[src/rtl/result_stream_arbiter.sv]
// result_stream_arbiter
// Shares one 8-bit result link among NUM_SOURCES decoder controllers.
// Whole frames are granted in round-robin order, so payload bytes from
// different sources never interleave. Each frame on the link is one header
// byte {HEADER_TAG, source index} followed by FRAME_BYTES payload bytes.
//
// Optional build macro: RESULT_ARB_CHECKSUM_EN
//   When defined, each frame also ends with a trailer byte holding the XOR of
//   its payload bytes, so a frame is FRAME_BYTES+2 bytes on the link.
//   When undefined, a frame is FRAME_BYTES+1 bytes and there is no trailer.
//
// Reset is asynchronous and active-high. It aborts any frame in progress
// immediately; the host resynchronises on the next header tag.

module result_stream_arbiter #(
  parameter int         NUM_SOURCES = 4,
  parameter int         FRAME_BYTES = 16,
  parameter logic [3:0] HEADER_TAG  = 4'hA,
  localparam int        SRC_W       = (NUM_SOURCES > 1) ? $clog2(NUM_SOURCES) : 1
) (
  input  logic                     clk,
  input  logic                     reset,
  input  logic [NUM_SOURCES*8-1:0] in_data,
  input  logic [NUM_SOURCES-1:0]   in_valid,
  output logic [NUM_SOURCES-1:0]   in_ready,
  output logic [7:0]               output_data,
  output logic                     output_valid,
  input  logic                     output_ready,
  output logic [SRC_W-1:0]         grant_id,
  output logic                     busy
);

`ifdef RESULT_ARB_CHECKSUM_EN
  typedef enum logic [1:0] {
    ST_IDLE    = 2'd0,
    ST_HEADER  = 2'd1,
    ST_PAYLOAD = 2'd2,
    ST_TRAILER = 2'd3
  } state_t;
`else
  typedef enum logic [1:0] {
    ST_IDLE    = 2'd0,
    ST_HEADER  = 2'd1,
    ST_PAYLOAD = 2'd2
  } state_t;
`endif

  // Registered state
  state_t           state_reg;
  logic [SRC_W-1:0] grant_reg;
  logic [SRC_W-1:0] rr_ptr_reg;
  logic [15:0]      byte_cnt_reg;
`ifdef RESULT_ARB_CHECKSUM_EN
  logic [7:0]       chk_reg;
`endif

  // Combinational helpers
  logic [7:0]       src_byte [NUM_SOURCES];
  logic             arb_found;
  logic [SRC_W-1:0] arb_idx;
  logic [SRC_W-1:0] arb_try;
  int               arb_scan;
  logic [SRC_W-1:0] ptr_after;
  logic             pay_hs;
  logic             last_byte;
  logic [7:0]       pay_byte;
  logic [3:0]       hdr_id;

  // Split the flat input bus into one byte per source.
  generate
    for (genvar gi = 0; gi < NUM_SOURCES; gi++) begin : g_src_byte
      assign src_byte[gi] = in_data[gi*8 +: 8];
    end
  endgenerate

  // Round-robin search: first requesting source at or after rr_ptr, wrapping.
  always_comb begin
    arb_found = 1'b0;
    arb_idx   = '0;
    arb_try   = '0;
    arb_scan  = 0;
    for (int i = 0; i < NUM_SOURCES; i++) begin
      arb_scan = (int'(rr_ptr_reg) + i) % NUM_SOURCES;
      arb_try  = SRC_W'(arb_scan);
      if (!arb_found && in_valid[arb_try]) begin
        arb_found = 1'b1;
        arb_idx   = arb_try;
      end
    end
  end

  // Pointer value after the granted source finishes; with one source it stays 0.
  always_comb begin
    if (int'(grant_reg) >= NUM_SOURCES - 1) begin
      ptr_after = '0;
    end else begin
      ptr_after = grant_reg + 1'b1;
    end
  end

  assign pay_byte  = src_byte[grant_reg];
  assign pay_hs    = (state_reg == ST_PAYLOAD) && in_valid[grant_reg] && output_ready;
  assign last_byte = (byte_cnt_reg == 16'(FRAME_BYTES - 1));
  assign hdr_id    = 4'(grant_reg);

  // Frame sequencer: arbitrate in IDLE, then header, payload (and trailer).
  always_ff @(posedge clk or posedge reset) begin
    if (reset) begin
      state_reg    <= ST_IDLE;
      grant_reg    <= '0;
      rr_ptr_reg   <= '0;
      byte_cnt_reg <= '0;
`ifdef RESULT_ARB_CHECKSUM_EN
      chk_reg      <= '0;
`endif
    end else begin
      case (state_reg)
        ST_IDLE: begin
          if (arb_found) begin
            grant_reg <= arb_idx;
            state_reg <= ST_HEADER;
`ifdef RESULT_ARB_CHECKSUM_EN
            chk_reg   <= '0;
`endif
          end
        end

        ST_HEADER: begin
          // The header goes out even if the granted source dropped valid.
          if (output_ready) begin
            state_reg    <= ST_PAYLOAD;
            byte_cnt_reg <= '0;
          end
        end

        ST_PAYLOAD: begin
          if (pay_hs) begin
`ifdef RESULT_ARB_CHECKSUM_EN
            chk_reg <= chk_reg ^ pay_byte;
`endif
            if (last_byte) begin
              byte_cnt_reg <= '0;
`ifdef RESULT_ARB_CHECKSUM_EN
              state_reg    <= ST_TRAILER;
`else
              rr_ptr_reg   <= ptr_after;
              state_reg    <= ST_IDLE;
`endif
            end else begin
              byte_cnt_reg <= byte_cnt_reg + 16'd1;
            end
          end
        end

`ifdef RESULT_ARB_CHECKSUM_EN
        ST_TRAILER: begin
          if (output_ready) begin
            rr_ptr_reg <= ptr_after;
            state_reg  <= ST_IDLE;
          end
        end
`endif

        default: begin
          state_reg <= ST_IDLE;
        end
      endcase
    end
  end

  // Link output mux: header from registers, payload passed straight through.
  always_comb begin
    output_data  = 8'h00;
    output_valid = 1'b0;
    case (state_reg)
      ST_HEADER: begin
        output_data  = {HEADER_TAG, hdr_id};
        output_valid = 1'b1;
      end
      ST_PAYLOAD: begin
        output_data  = pay_byte;
        output_valid = in_valid[grant_reg];
      end
`ifdef RESULT_ARB_CHECKSUM_EN
      ST_TRAILER: begin
        output_data  = chk_reg;
        output_valid = 1'b1;
      end
`endif
      default: begin
        output_data  = 8'h00;
        output_valid = 1'b0;
      end
    endcase
  end

  // Only the granted source sees link readiness, and only during payload.
  generate
    for (genvar gi = 0; gi < NUM_SOURCES; gi++) begin : g_in_ready
      assign in_ready[gi] = (state_reg == ST_PAYLOAD) &&
                            (grant_reg == SRC_W'(gi)) &&
                            output_ready;
    end
  endgenerate

  assign grant_id = grant_reg;
  assign busy     = (state_reg != ST_IDLE);

endmodule
[config.mk]
export PLATFORM = sky130hd
export DESIGN_NAME = result_stream_arbiter
export DESIGN_NICKNAME = d
export VERILOG_FILES = /design/src/rtl/result_stream_arbiter.sv
export SDC_FILE = /design/constraint.sdc
export NUM_CORES = 1
export LEC_CHECK = 0
export ABC_AREA = 1
export BUFFER_PORTS_ARGS = -buffer_cell sky130_fd_sc_hd__clkbuf_2
export CORE_AREA = 2 2 60 84
export DETAILED_ROUTE_END_ITERATION = 10
export DIE_AREA = 0 0 62 86
export PLACE_DENSITY_LB_ADDON = 0.12
export SKIP_LAST_GASP = 1
export SLEW_MARGIN = 20
export SYNTH_ARGS = -nofsm -noshare
export SYNTH_HDL_FRONTEND = slang
export SYNTH_SLANG_ARGS = --single-unit
[constraint.sdc]
create_clock -name clk -period 1.4 [get_ports clk]
set_input_delay 0.28 -clock clk [delete_from_list [all_inputs] [get_ports clk]]
set_output_delay 0.28 -clock clk [all_outputs]
set_load 0.03 [all_outputs]
**Word-level counts from Yosys, hierarchy flattened**

Index checks and enable logic that the tools add are counted.

- Register bits after elaboration: 22
- Bits of input ports: 39
- Output and inout port bits: 16
- Word-level logic and storage cells: 84

- Add/sub/neg operators: 5
- $lt $le $gt $ge: 7
- Equal/unequal tests: 10
- Muxes and demuxes: 33
- Bitwise operators: 1
- Reductions and logical operators: 24

Operator list:

| kind | count |
|---|---|
| $mux W16 | 3 |
| $pmux W16 S2 | 1 |
| $mux W2 | 9 |
| $add A16 B1 Y16 const B | 1 |
| $bmux W8 S2 | 1 |
| $eq A16 B4 Y1 const B | 1 |
| $mux W8 | 2 |
| $pmux W8 S2 | 1 |
| $lt A2 B3 Y1 const B | 5 |
| $logic_and A1 B1 Y1 | 13 |
| $bmux W1 S2 | 5 |
| $mux W1 | 9 |
| $ne A2 B2 Y1 const B | 4 |
| $eq A2 B2 Y1 const B | 3 |
| $pmux W2 S3 | 1 |
| $reduce_and A3 Y1 | 2 |
| $add A2 B1 Y2 const B | 2 |
| $add A2 B2 Y2 const B | 2 |
| $eq A2 B1 Y1 const B | 2 |
| $logic_not A2 Y1 | 2 |
| $reduce_and A4 Y1 | 1 |
| $reduce_bool A2 Y1 | 2 |
| $ge A3 B3 Y1 const B | 1 |
| $logic_not A1 Y1 | 3 |
| 4 further kinds | 4 |

**Logic depth before layout (Yosys ltp)**

Gate-level depths: netlist of the first run.

- Word-level depth: 14
- Gate-level depth with buffers: 11
- Depth with buffers taken out: 11

**Least setup slack after synthesis of the first run**

No wires, ideal clock.

- Path kind: register to output
- From: register grant_reg[0], in the netlist grant_id[0]
- To: output output_data[4]
- Data arrival time: 1.669 ns
- Data required time: 1.120 ns
- Setup slack: -0.549 ns
- Cell stages (with the launch flop): 7
- Buffers on the path: 2
- Cell sequence: dfrtp_1 buf_6 buf_2 nor2_1 nor2_1 o21ai_0 a21oi_1

- Longest elaborated chain between the ends: 5

Ends and longest elaborated chain:

| item | RTL line | RTL |
|---|---|---|
| start, declared | 50 | `logic [SRC_W-1:0] grant_reg;` |
| start signal, assigned | 120 | `grant_reg <= arb_idx;` |
| $not A2 Y3 (implied by the code) | 101 | `assign pay_byte = src_byte[grant_reg];` |
| $bmux W8 S2 | 101 |  |
| $mux W8 (implied by the code) (2 in series) | 101 |  |
| $pmux W8 S2 | 175 | `case (state_reg)` |
| end, declared | 26 | `output logic [7:0] output_data,` |

Every way passes these cells. The select of a mux whose other input is x is not followed.

**Worst setup path in the final report of the first run**

- From: register grant_reg[0], in the netlist grant_id[0]
- To: output output_data[5]

Same word-level chain as after synthesis.

==> metrics.md, run 1 <==
| Metric | Value |
|---|---|
| Sequential cell area | 556 um^2 |
| Core area | 0.00454 mm^2 |
| CP Launch Type | flip-flop |
| Cell taking the most area after synthesis | dfrtp_1 |
| Max FFs per register | 16 |
| Initial drt markers | around 120 |
| Worst EP arrival | approximately 1.5 ns |
| Num CTS Buffers | 3 |
| RSZ-0062 raised after global routing | yes |
| Design Power | 5720 uW |
| Filler-free cell count of the finished design | slightly above 500 |
| Io pins | 55 |
| Gate count of the mapped netlist | 333 |
| H-tree depth | 1 |
| Routed Antenna Nets | 0 |
| Die Y | roughly 86 um |
| First-pass GRT wire length | between 10 and 15 mm |
| GPL Wtd Cong | 0.943 |
| Mapped Nets | 381 |
| Leak | 0.00174 uW |
| Share of the synthesized area in the top cell type | 0.260 |
| Largest net degree at the start of global routing | 23 |
| Cell count after placement | 489 |
| Post-Syn Area per Cell | 6.35 um^2 |
| Slowest-stage cell, CP | dfrtp_2 |
| # DRC | 0 |
| CTS tree | done |
| Avg WL per Cell | between 10 and 15 um |
| Number of distinct library cells after synthesis | 32 |
| Post-Place Cell Area | 0.00291 mm^2 |
| Fin Clk Skew | 0.00725 ns |
| Hold Crit Class | in2async |
| Die width | 62 um |
| Period utilisation layout | 1.29 |
| Synth async-reset ratio | 1.00 |
| Post-DR vias/cell | 5.35 |
| Sequential element share of the synthesized area | 0.260 |
| Crit-path cells | buf_6, buf_8, buf_6, nor2_4, o22ai_2, nand3_2, nand2_2, buf_8 |
| Most frequent cells in the layout | 55 x nand2_1, 46 x buf_4, 39 x clkbuf_2 |
| Hold slack | 0.0206 ns |
| Status | finished with violations |
| Clock share of power | 0.082 |
| Number of max-cap violations | 0 |
| Main flop type after synthesis | dfrtp_1 |
| Violated checks | negative setup slack |
| Worst-Skew Late Latency | around 0.27 ns |
| PD cells | 1560 mW/mm^2 |
| YS warnings | 0 |
| Max-slew violation count | 0 |
| Tot GR Track Use | 0.272 |
| Crit-path max cell delay | 0.46 ns |
| Top delay family on crit path | buffers and inverters |
| GRT overflow | 0 |
| Max VDD drop | between 1 and 1.5 mV |
| Power Internal | 2940 uW |
| CP endpoint kind | output pin |
| Final count of hold timing violations | 0 |
| Post-synth EDFFs | 0 |
| Row Count | 29 |
| Final setup vio count | 35 |
| Antenna Cells | 0 |
| CP Buf/Inv Count | 4 |
| Peak Freq | roughly 550 MHz |
| Worst-path clk slew | 0.09 ns |
| Initial antenna violation count | 0 |
| Place WS | -0.268 ns |
| Fraction of layout cells with a size suffix above 1 | 0.513 |
| Synthesized cell area | between 0.002 and 0.0025 mm^2 |
| Pin slew with the least headroom to its limit | about 0.42 ns |
| Vias post-DR | 2,716 |
| WL final | 7.49 mm |
| Post-synthesis register bit count | 22 |
| Area growth from synthesis to layout | 72.9% |
| Sink Count | 22 |
| Nets@finish | about 500 |
| Required time worst endpoint | 1.12 ns |
| Sw Share | 0.487 |
| TritonRoute pass-1 iters | 4 |
| Max clock buf depth | 2 |
| Net switching power | 2790 uW |
| Worst setup margin | -0.410 ns |
| Starting Density | 0.466 |
| CP Max Fanout | 6 |
| DIE AREA | about 0.0053 mm^2 |
| Commonest non-fill, non-tap cell in the layout | nand2_1 |
| Power share of the combinational group | 0.772 |
| Vias in the first global route | 2,740 |
| Clk root buf | clkbuf_8 |
| Final min period | about 1.8 ns |
| IO buf count | 54 |
| Multi-input gate area | approximately 0.0018 mm^2 |
| Final instance area | 0.00366 mm^2 |
| Max-slew headroom | 0.718 |
| Hpwl dp | 4.87 mm |
| Top cells by area, synth | dfrtp_1 26%, nand2_1 14%, nor2_1 9.2%, o21ai_0 6.9%, inv_1 6.6% |
| Flop pwr share | 0.147 |
| Crit Path Category | reg2out |
| Hold buffers post-CTS | 0 |
| Fill count | 319 |
==> metal layers <==
metal,vias up,GRT usage,share of wire
li1,1317,-,-
met1,1296,0.279,0.35
met5,-,0,0
met4,0,0.126,0.045
met2,75,0.526,0.58
met3,28,0.0106,0.021
==> Yosys cell counts (2+ instances only) <==
| library cell | n |
|---|---|
| nand2_1 | 79 |
| nor2_1 | 52 |
| inv_1 | 37 |
| o21ai_0 | 29 |
| nand3_1 | 27 |
| dfrtp_1 | 22 |
| a21oi_1 | 11 |
| nand4_1 | 10 |
| ha_1 | 9 |
| nand2_2 | 7 |
| nor3_1 | 7 |
| buf_6 | 4 |
| inv_2 | 4 |
| o22ai_1 | 4 |
| buf_2 | 3 |
| nand2_4 | 3 |
| nand3_2 | 3 |
| nand3b_1 | 3 |
| a21oi_2 | 2 |
| a31oi_1 | 2 |
| nor2_2 | 2 |
| o21ai_1 | 2 |
| xor2_1 | 2 |
==> stage by stage <==
stage	util	setup TNS (ns)
CTS	0.738	-8.39
global placement	0.641	-6.56
floorplan	-	-2.57
global route	0.807	-11.46
detailed placement	0.641	-6.93
finish	0.807	-9.03
==> area by class of cell <==
cell class / count / share of cell area
tap: 62 / 0.0212
sequential: 22 / 0.152
clock buffer: 4 / 0.0150
timing repair buffer: 118 / 0.272
multi-input combinational: 261 / 0.496
inverter: 41 / 0.0448
==> power groups by stage <==
stage          Combinational (uW)  Sequential [uW]  Clock [uW]
2_1_floorplan                2050              894           0
3_3_place_gp                 2930              814           0
3_5_place_dp                 2970              818           0
4_1_cts                      3740              821         474
5_1_grt                      4710              853         504
6_report                     4420              841         467
==> logic make-up (layout without fill, tap and decap cells) <==
kind of cell | after synthesis | count (layout) | synth area share
adder cells (fa/ha/maj) | 9 | 9 | 0.0532
AO/OA/AOI/OAI | 51 | 51 | 0.130
XOR/XNOR | 2 | 2 | 0.00828
AND/OR/NAND/NOR | 198 | 199 | 0.441
buffers and inverters | 51 | 163 | 0.108
flip-flops | 22 | 22 | 0.260
==> worst reg2reg max path, stage by stage (launching register included) <==
cell,delay [ns]
dfrtp_1,0.41
buf_6,0.13
ha_4,0.16
buf_6,0.12
nand2_4,0.06
nand3b_4,0.20
nand2_8,0.11
buf_12,0.15
nand2_8,0.08
nand3b_1,0.10
a21oi_2,0.10
==> path summary, 6_finish.rpt <==
| path | from | depth (start not counted) | slack, ns | to |
|---|---|---|---|---|
| max in group asynchronous | reset | 3 | 1.12 | grant_id[0] |
| max | grant_id[0] | 8 | -0.41 | output_data[5] |
| min reg2reg | byte_cnt_reg[0] | 2 | 0.60 | byte_cnt_reg[0] |
| min | reset | 3 | 0.02 | state_reg[0] |
| min in group clk | output_ready | 5 | 0.56 | state_reg[0] |
| max reg2reg | state_reg[1] | 10 | -0.28 | byte_cnt_reg[5] |
==> what timing repair did <==
action | 4_1_cts | 5_1_grt
pin swaps | 23 | 35
endpoints found under the setup margin | 36 | 37
resized for setup | 83 | 81
cloned | 2 | 0
buffers inserted | 7 | 6
No activity file was read; power rests on OpenSTA's default activity.
==> inputs of run 2 (changes only) <==
--- a/config.mk
+++ b/config.mk
@@ -10,6 +10,7 @@
 export CORE_AREA = 2 2 60 84
 export DETAILED_ROUTE_END_ITERATION = 10
 export DIE_AREA = 0 0 62 86
+export HOLD_SLACK_MARGIN = 0.06
 export PLACE_DENSITY_LB_ADDON = 0.12
 export SKIP_LAST_GASP = 1
 export SLEW_MARGIN = 20
==> run 2 against run 1 <==
Compared with the run above:
- the flow still finishes with violations (negative setup slack)
- die area is the same
- clock power grew 4%
- clock skew shrank 0.0035 ns
- global-route usage grew 0.12 points
- maximum frequency shrank 1.6%
- critical path type unchanged
==> metrics.md, run 2 (synthesis results as in run 1) <==
| Metric | Value |
|---|---|
| Required time worst endpoint | 1.12 ns (about the same) |
| Final min period | 1.84 ns (+0.0296 ns) |
| Max VDD drop | 1.25 mV (+1.6%) |
| Routed Antenna Nets | 0 (unchanged) |
| Final setup vio count | 35 (unchanged) |
| Core area | 0.00454 mm^2 (unchanged) |
| # DRC | 0 (unchanged) |
| Final instance area | 0.00369 mm^2 (+0.89%) |
| Hold Crit Class | in2reg |
| Nets@finish | 497 (+0.40%) |
| Final count of hold timing violations | 0 (unchanged) |
| H-tree depth | 1 (unchanged) |
| Fraction of layout cells with a size suffix above 1 | 0.513 (about the same) |
| CP Buf/Inv Count | 4 (unchanged) |
| Fin Clk Skew | 0.00374 ns (-0.00351 ns) |
| GRT overflow | 0 (unchanged) |
| Die width | 62 um (unchanged) |
| Max-slew headroom | 0.716 (-0.00141) |
| Vias post-DR | 2,761 (+1.7%) |
| Slowest-stage cell, CP | dfrtp_2 |
| Number of max-cap violations | 0 (unchanged) |
| Design Power | 5920 uW (+3.3%) |
| Worst-path clk slew | 0.09 ns (about the same) |
| DIE AREA | 0.00533 mm^2 (unchanged) |
| Violated checks | negative setup slack |
| Io pins | 55 (unchanged) |
| Pin slew with the least headroom to its limit | 0.422 ns (+0.00209 ns) |
| Largest net degree at the start of global routing | 23 (unchanged) |
| RSZ-0062 raised after global routing | yes |
| CTS tree | done |
| WL final | 7.70 mm (+2.7%) |
| Num CTS Buffers | 3 (unchanged) |
| Clk root buf | clkbuf_8 |
| Max clock buf depth | 2 (unchanged) |
| Max FFs per register | 16 (unchanged) |
| Worst setup margin | -0.440 ns (-0.0296 ns) |
| CP Max Fanout | 6 (unchanged) |
| Row Count | 29 (unchanged) |
| Status | finished with violations |
| Avg WL per Cell | 15.1 um (+2.3%) |
| First-pass GRT wire length | 11.4 mm (+0.55%) |
| Worst-Skew Late Latency | 0.27 ns (about the same) |
| Max-slew violation count | 0 (unchanged) |
| Peak Freq | 544 MHz (-1.6%) |
| CP Launch Type | flip-flop |
| IO buf count | 54 (unchanged) |
| Post-Place Cell Area | 0.00291 mm^2 (unchanged) |
| Tot GR Track Use | 0.274 (+0.00118) |
| Crit-path cells | buf_6, buf_8, buf_6, nor2_4, o22ai_2, nand3_2, nand2_2, buf_8 |
| Fin Setup TNS | -8.90 ns (+0.129 ns) |
| Sink Count | 22 (unchanged) |
| Top delay family on crit path | buffers and inverters |
| Die Y | 86 um (unchanged) |
| Initial drt markers | 101 (-18%) |
| Antenna Cells | 0 (unchanged) |
| Hold slack | 0.557 ns (+0.537 ns) |
| Leak | 0.00175 uW (+0.56%) |
| PD cells | 1600 mW/mm^2 (+2.4%) |
| Hpwl dp | 4.87 mm (unchanged) |
| Starting Density | 0.466 (unchanged) |
| Vias in the first global route | 2,742 (+0.073%) |
| Most frequent cells in the layout | 55 x nand2_1, 48 x buf_4, 39 x clkbuf_2 |
| Area growth from synthesis to layout | 74.5% |
| Crit Path Category | reg2out |
| CP endpoint kind | output pin |
| Worst EP arrival | 1.56 ns (+0.03 ns) |
| GPL Wtd Cong | 0.943 (unchanged) |
| Initial antenna violation count | 0 (unchanged) |
| Post-DR vias/cell | 5.41 (+1.3%) |
| Crit-path max cell delay | 0.47 ns (about the same) |
| Commonest non-fill, non-tap cell in the layout | nand2_1 |
| TritonRoute pass-1 iters | 4 (unchanged) |
| Place WS | -0.268 ns (unchanged) |
| Period utilisation layout | 1.31 (+0.0212) |
[run 2: layout make-up]
| class | count | area (um^2) |
|---|---|---|
| well taps | 62 | 77.6 |
| clock buffers | 4 | 55.1 |
| flip-flops and latches | 22 | 556 |
| inverters | 41 | 164 |
| repair buffers | 120 | 1020 |
| multi-input cells | 261 | 1820 |
| fillers | 308 | 845 |
[run 2: metrics by stage]
step,utilization,cells
6_report,0.814,510
5_1_grt,0.814,510
4_1_cts,0.740,503
3_5_place_dp,0.641,489
3_3_place_gp,0.641,489
2_1_floorplan,-,333
[run 2: final timing paths]
kind / from / to / slack [ns] / cells past startpoint
max: grant_id[0] / output_data[5] / -0.44 / 8
min: output_ready / state_reg[0] / 0.56 / 5
max reg2reg: byte_cnt_reg[0] / state_reg[1] / -0.26 / 10
min reg2reg: byte_cnt_reg[0] / byte_cnt_reg[0] / 0.58 / 2
max in group asynchronous: reset / grant_id[1] / 0.57 / 4
min in group asynchronous: reset / state_reg[0] / 0.57 / 4
[run 2: worst reg2reg max path, delay by kind of cell (launching register included)]
family	cells	cell delay, ns
adders and majority gates	1	0.21
DFF	1	0.36
and+or+nand+nor	9	0.98
[run 2: timing repair]
item | in CTS | in global routing
buffers inserted | 7 | 7
endpoints found under the hold margin | 22 | 0
gates resized for setup | 83 | 87
cloned | 2 | 0
pin swaps | 23 | 31
endpoints found under the setup margin | 36 | 37
hold buffers | 1 | 0
[run 2: where the power goes]
part / total (uW) / leakage, uW / switching (uW) / internal, uW
Clock: 484 / 0.0000288 / 232 / 252
Combinational: 4590 / 0.00144 / 2530 / 2060
Sequential: 838 / 0.000287 / 113 / 725
Total: 5920 / 0.00175 / 2880 / 3040
[run 2: per-layer routing]
| metal | share of wire | track usage |
|---|---|---|
| met1 | 0.36 | 0.281 |
| met2 | 0.56 | 0.525 |
| met3 | 0.031 | 0.0121 |
| met4 | 0.057 | 0.130 |
| met5 | 0 | 0 |
==> inputs of run 3 (changes only) <==
--- a/config.mk
+++ b/config.mk
@@ -7,9 +7,9 @@
 export LEC_CHECK = 0
 export ABC_AREA = 1
 export BUFFER_PORTS_ARGS = -buffer_cell sky130_fd_sc_hd__clkbuf_2
-export CORE_AREA = 2 2 60 84
+export CORE_AREA = 2 2 73 103
 export DETAILED_ROUTE_END_ITERATION = 10
-export DIE_AREA = 0 0 62 86
+export DIE_AREA = 0 0 75 105
 export HOLD_SLACK_MARGIN = 0.06
 export PLACE_DENSITY_LB_ADDON = 0.12
 export SKIP_LAST_GASP = 1
==> run 3 against run 2 <==
Compared with the run above:
- the run still ends with negative setup slack left
- total power rose by 8.5%
- clock skew is 0.0019 ns higher
- sequential cell count stayed put
- clock power shrank 7.6%
- via count shrank 2.0%
- largest power group unchanged
==> metrics.md, run 3 (synthesis results as in run 1) <==
| Metric | Value |
|---|---|
| Io pins | 55 (unchanged) |
| Final setup vio count | 37 (+5.7%) |
| Final count of hold timing violations | 0 (unchanged) |
| Crit-path cells | buf_12, clkinv_8, nand2_1, nand3_4, nand2_2, o21ai_4, buf_8 |
| CP Max Fanout | 7 (+1) |
| Most frequent cells in the layout | 64 x buf_4, 52 x nand2_1, 41 x nor2_1 |
| CTS tree | done |
| Num CTS Buffers | 3 (unchanged) |
| Required time worst endpoint | 1.12 ns (about the same) |
| Initial drt markers | 60 (-41%) |
| Hpwl dp | 5.29 mm (+8.6%) |
| Clk root buf | clkbuf_8 |
| Starting Density | 0.307 (-0.159) |
| IO buf count | 54 (unchanged) |
| GPL Wtd Cong | 0.870 (-7.7%) |
| Fraction of layout cells with a size suffix above 1 | 0.563 (+0.0492) |
| Worst setup margin | -0.427 ns (+0.0128 ns) |
| Number of max-cap violations | 0 (unchanged) |
| Design Power | 6420 uW (+8.5%) |
| Register-to-register setup slack | -0.29 ns (-0.03 ns) |
| Hold Crit Class | in2reg |
| Sink Count | 22 (unchanged) |
| Routed Antenna Nets | 0 (unchanged) |
| Tot GR Track Use | 0.196 (-0.0777) |
| Crit-path max cell delay | 0.45 ns (-0.02 ns) |
| Vias post-DR | 2,706 (-2.0%) |
| Pin slew with the least headroom to its limit | 0.493 ns (+0.0707 ns) |
| Worst Reg-to-Reg Cells | 11 (+1) |
| Vias in the first global route | 2,698 (-1.6%) |
| Violated checks | negative setup slack |
| TritonRoute pass-1 iters | 4 (unchanged) |
| Max clock buf depth | 2 (unchanged) |
| CP Launch Type | flip-flop |
| RSZ-0062 raised after global routing | yes |
| Crit Reg-Reg Startpoint | state_reg[1] |
| Area growth from synthesis to layout | 91.5% |
| WL final | 7.54 mm (-2.0%) |
| CP endpoint kind | output pin |
| Largest net degree at the start of global routing | 23 (unchanged) |
| Hold slack | 0.547 ns (-0.00977 ns) |
| Nets@finish | 520 (+4.6%) |
| Worst-path clk slew | 0.09 ns (about the same) |
| Leak | 0.00189 uW (+8.1%) |
| Max-slew violation count | 0 (unchanged) |
| # DRC | 0 (unchanged) |
| Cell count after placement | 536 (+9.6%) |
| Initial antenna violation count | 0 (unchanged) |
| Max-slew headroom | 0.669 (-0.0475) |
| Filler-free cell count of the finished design | 566 (+11%) |
| Crit Path Category | reg2out |
| Max VDD drop | 1.15 mV (-7.7%) |
| Slowest-stage cell, CP | dfrtp_2 |
| Max FFs per register | 16 (unchanged) |
| Hold_sp | output_ready |
| GRT overflow | 0 (unchanged) |
| Worst Setup SP | grant_id[0] |
| Status | finished with violations |
| Core area | 0.00689 mm^2 (+52%) |
| Antenna Cells | 0 (unchanged) |
| Peak Freq | 547 MHz (+0.70%) |
| Final min period | 1.83 ns (-0.0128 ns) |
| First-pass GRT wire length | 12.2 mm (+7.3%) |
| PD cells | 1580 mW/mm^2 (-1.1%) |
| Post-DR vias/cell | 4.78 (-12%) |
| Worst EP arrival | 1.55 ns (about the same) |
| Worst-Skew Late Latency | 0.28 ns (about the same) |
| Row Count | 36 (+24%) |
| Die width | 75 um (+21%) |
| DIE AREA | 0.00788 mm^2 (+48%) |
| H-tree depth | 1 (unchanged) |
| Fin Clk Skew | 0.00569 ns (+0.00194 ns) |
| WHS Path Cells | 5 (unchanged) |
| Commonest non-fill, non-tap cell in the layout | buf_4 |
| Avg WL per Cell | 13.3 um (-12%) |
| Period utilisation layout | 1.31 (-0.00915) |
| Die Y | 105 um (+22%) |
run 3: power breakdown:
group | switching (uW) | internal, uW
Clock | 242 | 204
Sequential | 79.1 | 725
Combinational | 2730 | 2440
run 3: layout make-up:
type                    count  area, um^2
fillers                   624        2840
well taps                  95         119
flip-flops and latches     22         556
repair inverters            1        11.3
repair buffers            142        1250
inverters                  41         179
clock buffers               4        45.0
multi-input cells         261        1890
run 3: what timing repair did:
item / CTS / global route
gates resized for setup: 118 / 92
cloned: 5 / 0
setup endpoints to repair: 36 / 37
setup buffers: 15 / 5
hold endpoints to repair: 22 / 0
hold buffers: 1 / 0
pin swaps: 30 / 44
run 3: layer usage:
layer	wire, um	GRT usage
met5	0	0
met4	170	0.0523
met3	149	0.0164
met2	4430	0.377
met1	2790	0.218
run 3: worst paths after layout:
kind                                   end
setup / recovery              output_valid
setup reg to reg           byte_cnt_reg[0]
hold reg to reg               state_reg[1]
max in group asynchronous    rr_ptr_reg[1]
min in group asynchronous  byte_cnt_reg[3]
hold / removal                state_reg[1]
run 3: worst max-delay path: cells and delay by family, from the launching register on:
family | cells | cell delay (ns)
buffers and inverters | 3 | 0.35
AO/OA/AOI/OAI | 1 | 0.17
flip-flops | 1 | 0.45
AND/OR/NAND/NOR | 3 | 0.29
run 3: through the flow:
step                instance area, um^2  worst slack [ns]   util  TNS, ns
global route                       4050            -0.470  0.588   -12.43
floorplan                          2260            -0.127      -    -2.57
finish                             4050            -0.427  0.588    -9.81
CTS                                3740            -0.406  0.542    -9.67
detailed placement                 3030            -0.259  0.439    -5.07
global placement                   3030            -0.222  0.439    -4.32
